**src/rtl/pipe_hazard_unit.sv**
```systemverilog
// Scoreboard, forwarding-select and load-use interlock for the in-order pipeline.
// Tracks destinations of instructions in EX..WB and resolves hazards for the instruction in ID.
module pipe_hazard_unit #(
    parameter int NSTAGE   = 3,
    parameter int REG_AW   = 5,
    parameter int LOAD_LAT = 1,
    localparam int FWD_W   = $clog2(NSTAGE + 1)
) (
    input  logic              clk,
    input  logic              rst_n,
    input  logic              id_valid,
    input  logic [REG_AW-1:0] id_rs,
    input  logic [REG_AW-1:0] id_rt,
    input  logic              id_rs_used,
    input  logic              id_rt_used,
    input  logic [REG_AW-1:0] id_rwd,
    input  logic              id_wen,
    input  logic              id_is_load,
    input  logic              flush,
    output logic              stall,
    output logic [FWD_W-1:0]  ex_rs_fwd,
    output logic [FWD_W-1:0]  ex_rt_fwd,
    output logic [FWD_W-1:0]  occ,
    output logic [15:0]       stall_cnt
);

    logic [NSTAGE-1:0] ent_v;
    logic [NSTAGE-1:0] ent_wen;
    logic [NSTAGE-1:0] ent_ld;
    logic [REG_AW-1:0] ent_rwd [NSTAGE];

    logic [NSTAGE-1:0] rs_hit;
    logic [NSTAGE-1:0] rt_hit;
    logic [FWD_W-1:0]  rs_sel;
    logic [FWD_W-1:0]  rt_sel;
    logic [FWD_W-1:0]  occ_c;
    logic              load_hit;
    logic              issue;

    always_comb begin
        rs_hit = '0;
        rt_hit = '0;
        for (int k = 0; k < NSTAGE; k++) begin
            rs_hit[k] = ent_v[k] & ent_wen[k] & (ent_rwd[k] == id_rs) &
                        (id_rs != '0) & id_rs_used;
            rt_hit[k] = ent_v[k] & ent_wen[k] & (ent_rwd[k] == id_rt) &
                        (id_rt != '0) & id_rt_used;
        end
    end

    // Scan oldest to youngest so the youngest producer overwrites the select last.
    always_comb begin
        rs_sel = '0;
        rt_sel = '0;
        for (int k = NSTAGE - 1; k >= 0; k--) begin
            if (rs_hit[k]) rs_sel = FWD_W'(k + 1);
            if (rt_hit[k]) rt_sel = FWD_W'(k + 1);
        end
    end

    always_comb begin
        load_hit = 1'b0;
        for (int k = 0; k < LOAD_LAT; k++) begin
            if ((rs_hit[k] | rt_hit[k]) & ent_ld[k]) load_hit = 1'b1;
        end
    end

    assign stall = id_valid & ~flush & load_hit;
    assign issue = id_valid & ~stall & ~flush;

    always_comb begin
        occ_c = '0;
        for (int k = 0; k < NSTAGE; k++) begin
            occ_c = occ_c + {{(FWD_W-1){1'b0}}, ent_v[k]};
        end
    end

    assign occ = occ_c;

    // Entries shift one stage per cycle; a stall or flush pushes a bubble into EX.
    always_ff @(posedge clk) begin
        if (!rst_n) begin
            ent_v     <= '0;
            ent_wen   <= '0;
            ent_ld    <= '0;
            for (int k = 0; k < NSTAGE; k++) ent_rwd[k] <= '0;
            ex_rs_fwd <= '0;
            ex_rt_fwd <= '0;
            stall_cnt <= '0;
        end else begin
            ent_v   <= {ent_v[NSTAGE-2:0], issue};
            ent_wen <= {ent_wen[NSTAGE-2:0], issue & id_wen};
            ent_ld  <= {ent_ld[NSTAGE-2:0], issue & id_is_load};
            for (int k = NSTAGE - 1; k >= 1; k--) ent_rwd[k] <= ent_rwd[k-1];
            ent_rwd[0] <= id_rwd;
            ex_rs_fwd  <= issue ? rs_sel : '0;
            ex_rt_fwd  <= issue ? rt_sel : '0;
            if (stall && stall_cnt != 16'hFFFF) stall_cnt <= stall_cnt + 16'd1;
        end
    end

endmodule

```
**config.mk**
```make
export PLATFORM = sky130hd
export DESIGN_NAME = pipe_hazard_unit
export DESIGN_NICKNAME = d
export VERILOG_FILES = /design/src/rtl/pipe_hazard_unit.sv
export SDC_FILE = /design/constraint.sdc
export NUM_CORES = 1
export LEC_CHECK = 0
export ABC_CLOCK_PERIOD_IN_PS = 1800
export CAP_MARGIN = 0
export CELL_PAD_IN_SITES_DETAIL_PLACEMENT = 1
export CELL_PAD_IN_SITES_GLOBAL_PLACEMENT = 1
export CORE_MARGIN = 2
export CORE_UTILIZATION = 30
export DETAILED_ROUTE_END_ITERATION = 10
export GPL_ROUTABILITY_DRIVEN = 1
export PLACE_DENSITY_LB_ADDON = 0.25
export SYNTH_ARGS = -nofsm -noshare
export SYNTH_HDL_FRONTEND = slang
export SYNTH_SLANG_ARGS = --single-unit
```
**constraint.sdc**
```tcl
create_clock -name clk -period 1.8 [get_ports clk]
set_clock_uncertainty 0.15 [all_clocks]
set_input_delay 0.18 -clock clk [delete_from_list [all_inputs] [get_ports clk]]
set_output_delay 0.18 -clock clk [all_outputs]
set_load 0.02 [all_outputs]
```
# [Yosys cells after proc, flatten, opt, wreduce, memory -nomap -nowiden]
# Memory sizes are Yosys's and may differ from the RTL's.
# Cells that the tools add are included.
[word_totals] regBits=27 latchBits=0 ram_bits=15 romBits=0 input_bits=23 out_inout_bits=23 memories=1
[memory_table] memory="ent_rwd" words=3 word_bits=5 rd=3 rd_ports_with_merged_regs=0 wr=3 line="30" source="logic [REG_AW-1:0] ent_rwd [NSTAGE];"
[classes] addsub=3 mul=0 div_mod_pow=0 n_lt_le_gt_ge=0 n_eq_ne=7 shifts=0 mux=12 n_bitwise=36 n_reduce_logical=6
[ops] operator="$eq 5x5->1" count=6
[ops] operator="$and 1x1->1" count=28
[ops] operator="$add 16x1->16 const B" count=1
[ops] operator="$ne 16x16->1 const B" count=1
[ops] operator="$mux 5" count=3
[ops] operator="$reduce_bool 5->1" count=2
[ops] operator="$mux 2" count=4
[ops] operator="$reduce_or 3->1" count=2
[ops] operator="$mux 1" count=5
[ops] operator="$not 1->1" count=4
[ops] operator="$or 1x1->1" count=4
[ops] operator="$add 1x1->2" count=1
[ops] operator="$add 2x1->2" count=1
[ops] operator="$reduce_and 2->1" count=1
[ops] operator="$logic_and 1x1->1" count=1

# [Longest topological paths before layout]
# An unclocked memory read counts as a cell.
[depth] word_depth=14 depth_mapped=8 depth_no_buf=6

# [Worst setup path after synthesis]
# No wires, ideal clock.
[synth_path] path_kind="register -> output" start="memory ent_rwd[0][0]" end="output port stall" arrival_time_ns=1.726 path_slack_ns=-0.256 stages_incl_launch_ff=7 path_buffers=2 path_cell_list="dfxtp_1 xnor2_1 nand4_1 or4_1 buf_6 buf_8 a21oi_1"
[synth_lines] item="start: declaration" line="30"
[synth_lines] item="end: declaration" line="20" source="output logic stall,"

# [Worst setup path in the final report]
[layout_path] start="input port id_rt[0]" end="output port stall"
[layout_between] elab_chain_len=8
[layout_lines] item="start: declaration" line="13" source="input logic [REG_AW-1:0] id_rt,"
[layout_lines] item="$eq 5x5->1" line="46" source="rt_hit[k] = ent_v[k] & ent_wen[k] & (ent_rwd[k] == id_rt) &"
[layout_lines] item="$and 1x1->1" line="46"
[layout_lines] item="$and 1x1->1 *" line="46"
[layout_lines] item="$and 1x1->1 *" line="47" source="(id_rt != '0) & id_rt_used;"
[layout_lines] item="$or 1x1->1 *" line="64" source="if ((rs_hit[k] | rt_hit[k]) & ent_ld[k]) load_hit = 1'b1;"
[layout_lines] item="$and 1x1->1 *" line="64"
[layout_lines] item="$mux 1 *" line="64"
[layout_lines] item="$and 1x1->1 *" line="68" source="assign stall = id_valid & ~flush & load_hit;"
# Every way passes the cells marked *; elsewhere a longest branch is shown, timed or not.

==> metrics.txt <==
Hold WC Path Type=input pin to flop; Fin. Hold Viols=0; Critical Path Sink Type=primary output; die area=roughly 8300 um2; failing checks=setup timing; Max IR drop VDD=282 uV; non-filler cells, final=about 430; Tot GR Track Use=0.160; final WL=roughly 6.4 mm; die width=90.9 um; Crit. Startpoint=id_rt[0]; post-DP HPWL=4.67 mm; DRT iter0 DRCs=66; post-route setup slack=-0.289 ns; vias in the first global route=about 2200; final instance area=roughly 3500 um2; Reg clk slew, reported paths=0.08 ns; cts hold-fix bufs=0; largest net degree at the start of global routing=30; cell count after synthesis=247; latest clock arrival within the worst-skew pair=approximately 0.3 ns; chip height=90.9 um; P per Cell Area=513 nW/um2; fmax=479 MHz; Placed Cells=420; leading cell type in the layout, fill and taps excluded=buf_4; placed inst area=3130 um2; final critical-path required period=2.09 ns; crit path to=stall; mapped cell area=2270 um2; Req. time, crit path=1.47 ns; share of layout cells above drive strength 1=0.329; worst-path maximum fanout=2; vias=2065; Site Rows=31; R2R Path Start=ent_rwd[0][1]; unrepaired setup endpoints after global routing=yes; max_slew headroom=0.711; Root Buffer=clkbuf_8; most frequent cells in the layout=buf_4, clkdlybuf4s50_1, nand2_1; antenna cells=0; FF-to-FF End=stall_cnt[11]; Max-cap violations=0; WL per Instance=14.7 um; Tot Pwr=1.81 mW; Final nets=roughly 360; DR DRC count=0; initial antenna violation count=0; CP peak stage delay=0.57 ns; Routed Antenna Nets=0; reg2reg setup slack=-0.28 ns; largest area contributor in the netlist=dfxtp_1; RePlAce Congestion=0.789; WS Path Type=input pin to primary output; worst hold slack=0.280 ns; Pre-Repair DR Iteration Count=4; Final Max Tran Viols=0; Yosys Warn Count=0; outcome=finished, violations left; Distinct cells, synth=31; Setup TNS=-5.00 ns; CTS Buf Count=5; Seq cells post-synth=42; CP Launch Type=input pin; P_leak=1.19 nW; Area growth, synth to finish=55.5%; Final Cycle Share=1.16; Final Core Density=0.483; count of input and output buffers=45; critical path arrival=1.76 ns; clock buffer depth=2; Synth area leaders=dfxtp_1, xnor2_1, mux2i_1; Sink Count=42; sequential-to-total area share from yosys stat=0.371; H-tree Lvls=2; Mapped Avg Cell Area=9.17 um2; CTS tree=done; total gr overflow=0; pre-CTS setup slack=-0.890 ns; global-route wire length before repair=10.7 mm; Fillers=around 860; post-synth top area share=0.371; CP max-delay cell=or4_4; vias per std cell=4.77; Worst Max-Slew Pin Slew=about 0.43 ns; I/O pin count=46; Final setup viols=24; core area=between 7000 and 8000 um2; Initial Util=0.311; cell depth of the worst flop-to-flop path=7; crit path cell chain=clkdlybuf4s50_1, buf_4, o21ai_2, or4_4, a21oi_4, buf_6; Synthesized Nets=272
how the worst min path moves through the flow:
stage,startpoint,end,slack [ns],depth (start not counted)
6_report,id_wen,ent_wen[0],0.28,3
3_5_place_dp,ent_wen[0],ent_wen[1],0.31,1
2_1_floorplan,id_is_load,ent_ld[0],0.14,2
4_1_cts,id_wen,ent_wen[0],0.28,3
3_3_place_gp,stall_cnt[15],stall_cnt[15],0.31,2
5_1_grt,id_wen,ent_wen[0],0.28,3
per-layer routing:
metal  up-vias  global-route usage  wire length (um)
met5         -                   0                 0
met4         0              0.0341                56
met3         7              0.0309               236
met2        42               0.295              3280
met1       992               0.191              2800
li1       1024                   -                 -
layout make-up:
type	instances	area [um2]	share of cell area
tap	99	124	0.0352
multi-input combinational	190	1530	0.434
sequential	42	890	0.252
clock buffer	7	86.3	0.0245
clock inverter	1	5.00	0.00142
timing repair buffer	92	883	0.251
inverter	2	7.51	0.00213
state kept, by name, indices dropped and copies added, names as in the netlist:
name       cells
ex_rt_fwd      2
ent_v          3
stall_cnt     16
ent_wen        3
ent_ld         1
ex_rs_fwd      2
ent_rwd       15
logic make-up after synthesis:
| group | Yosys count | synth area share |
|---|---|---|
| AND/OR/NAND/NOR | 115 | 0.281 |
| adder cells (fa/ha/maj) | 2 | 0.0144 |
| buffers and inverters | 15 | 0.0436 |
| multiplexers | 16 | 0.0707 |
| XOR/XNOR | 30 | 0.116 |
| AO/OA/AOI/OAI | 27 | 0.104 |
| flip-flops | 42 | 0.371 |
cells in the mapped netlist:
cell type / instances
clkbuf_1: 8
xor2_1: 4
or4_4: 1
nor2b_1: 1
and2_1: 21
xnor2_1: 26
nand3_1: 8
fa_1: 1
buf_2: 1
a221oi_2: 2
a21oi_1: 6
a211oi_2: 5
inv_1: 2
nand4_1: 17
nor4_1: 2
nor3_1: 5
mux2i_1: 16
ha_1: 1
dfxtp_1: 42
or4_1: 4
a211oi_1: 2
nor2_1: 3
and3_1: 4
o21ai_2: 2
o21ai_1: 2
nand2_4: 1
a21oi_2: 8
buf_8: 3
buf_6: 1
nand2_1: 30
nand2b_1: 18
critical path: cells and delay by family:
family,cells,cell delay [ns]
buffers and inverters,3,0.74
and+or+nand+nor,1,0.57
AOI/OAI and AO/OA,2,0.26
power breakdown:
part	internal, mW	leakage, nW	switching (mW)
logic	0.128	0.789	0.0933
registers	0.933	0.353	0.0184
clock network	0.310	0.0482	0.323
total	1.37	1.19	0.435
what timing repair did:
action | CTS | global route
pin swaps | 7 | 8
cloned | 0 | 1
setup buffers | 3 | 1
gates resized for setup | 54 | 18
endpoints found under the setup margin | 26 | 26
No activity file was read; power rests on OpenSTA's default activity.
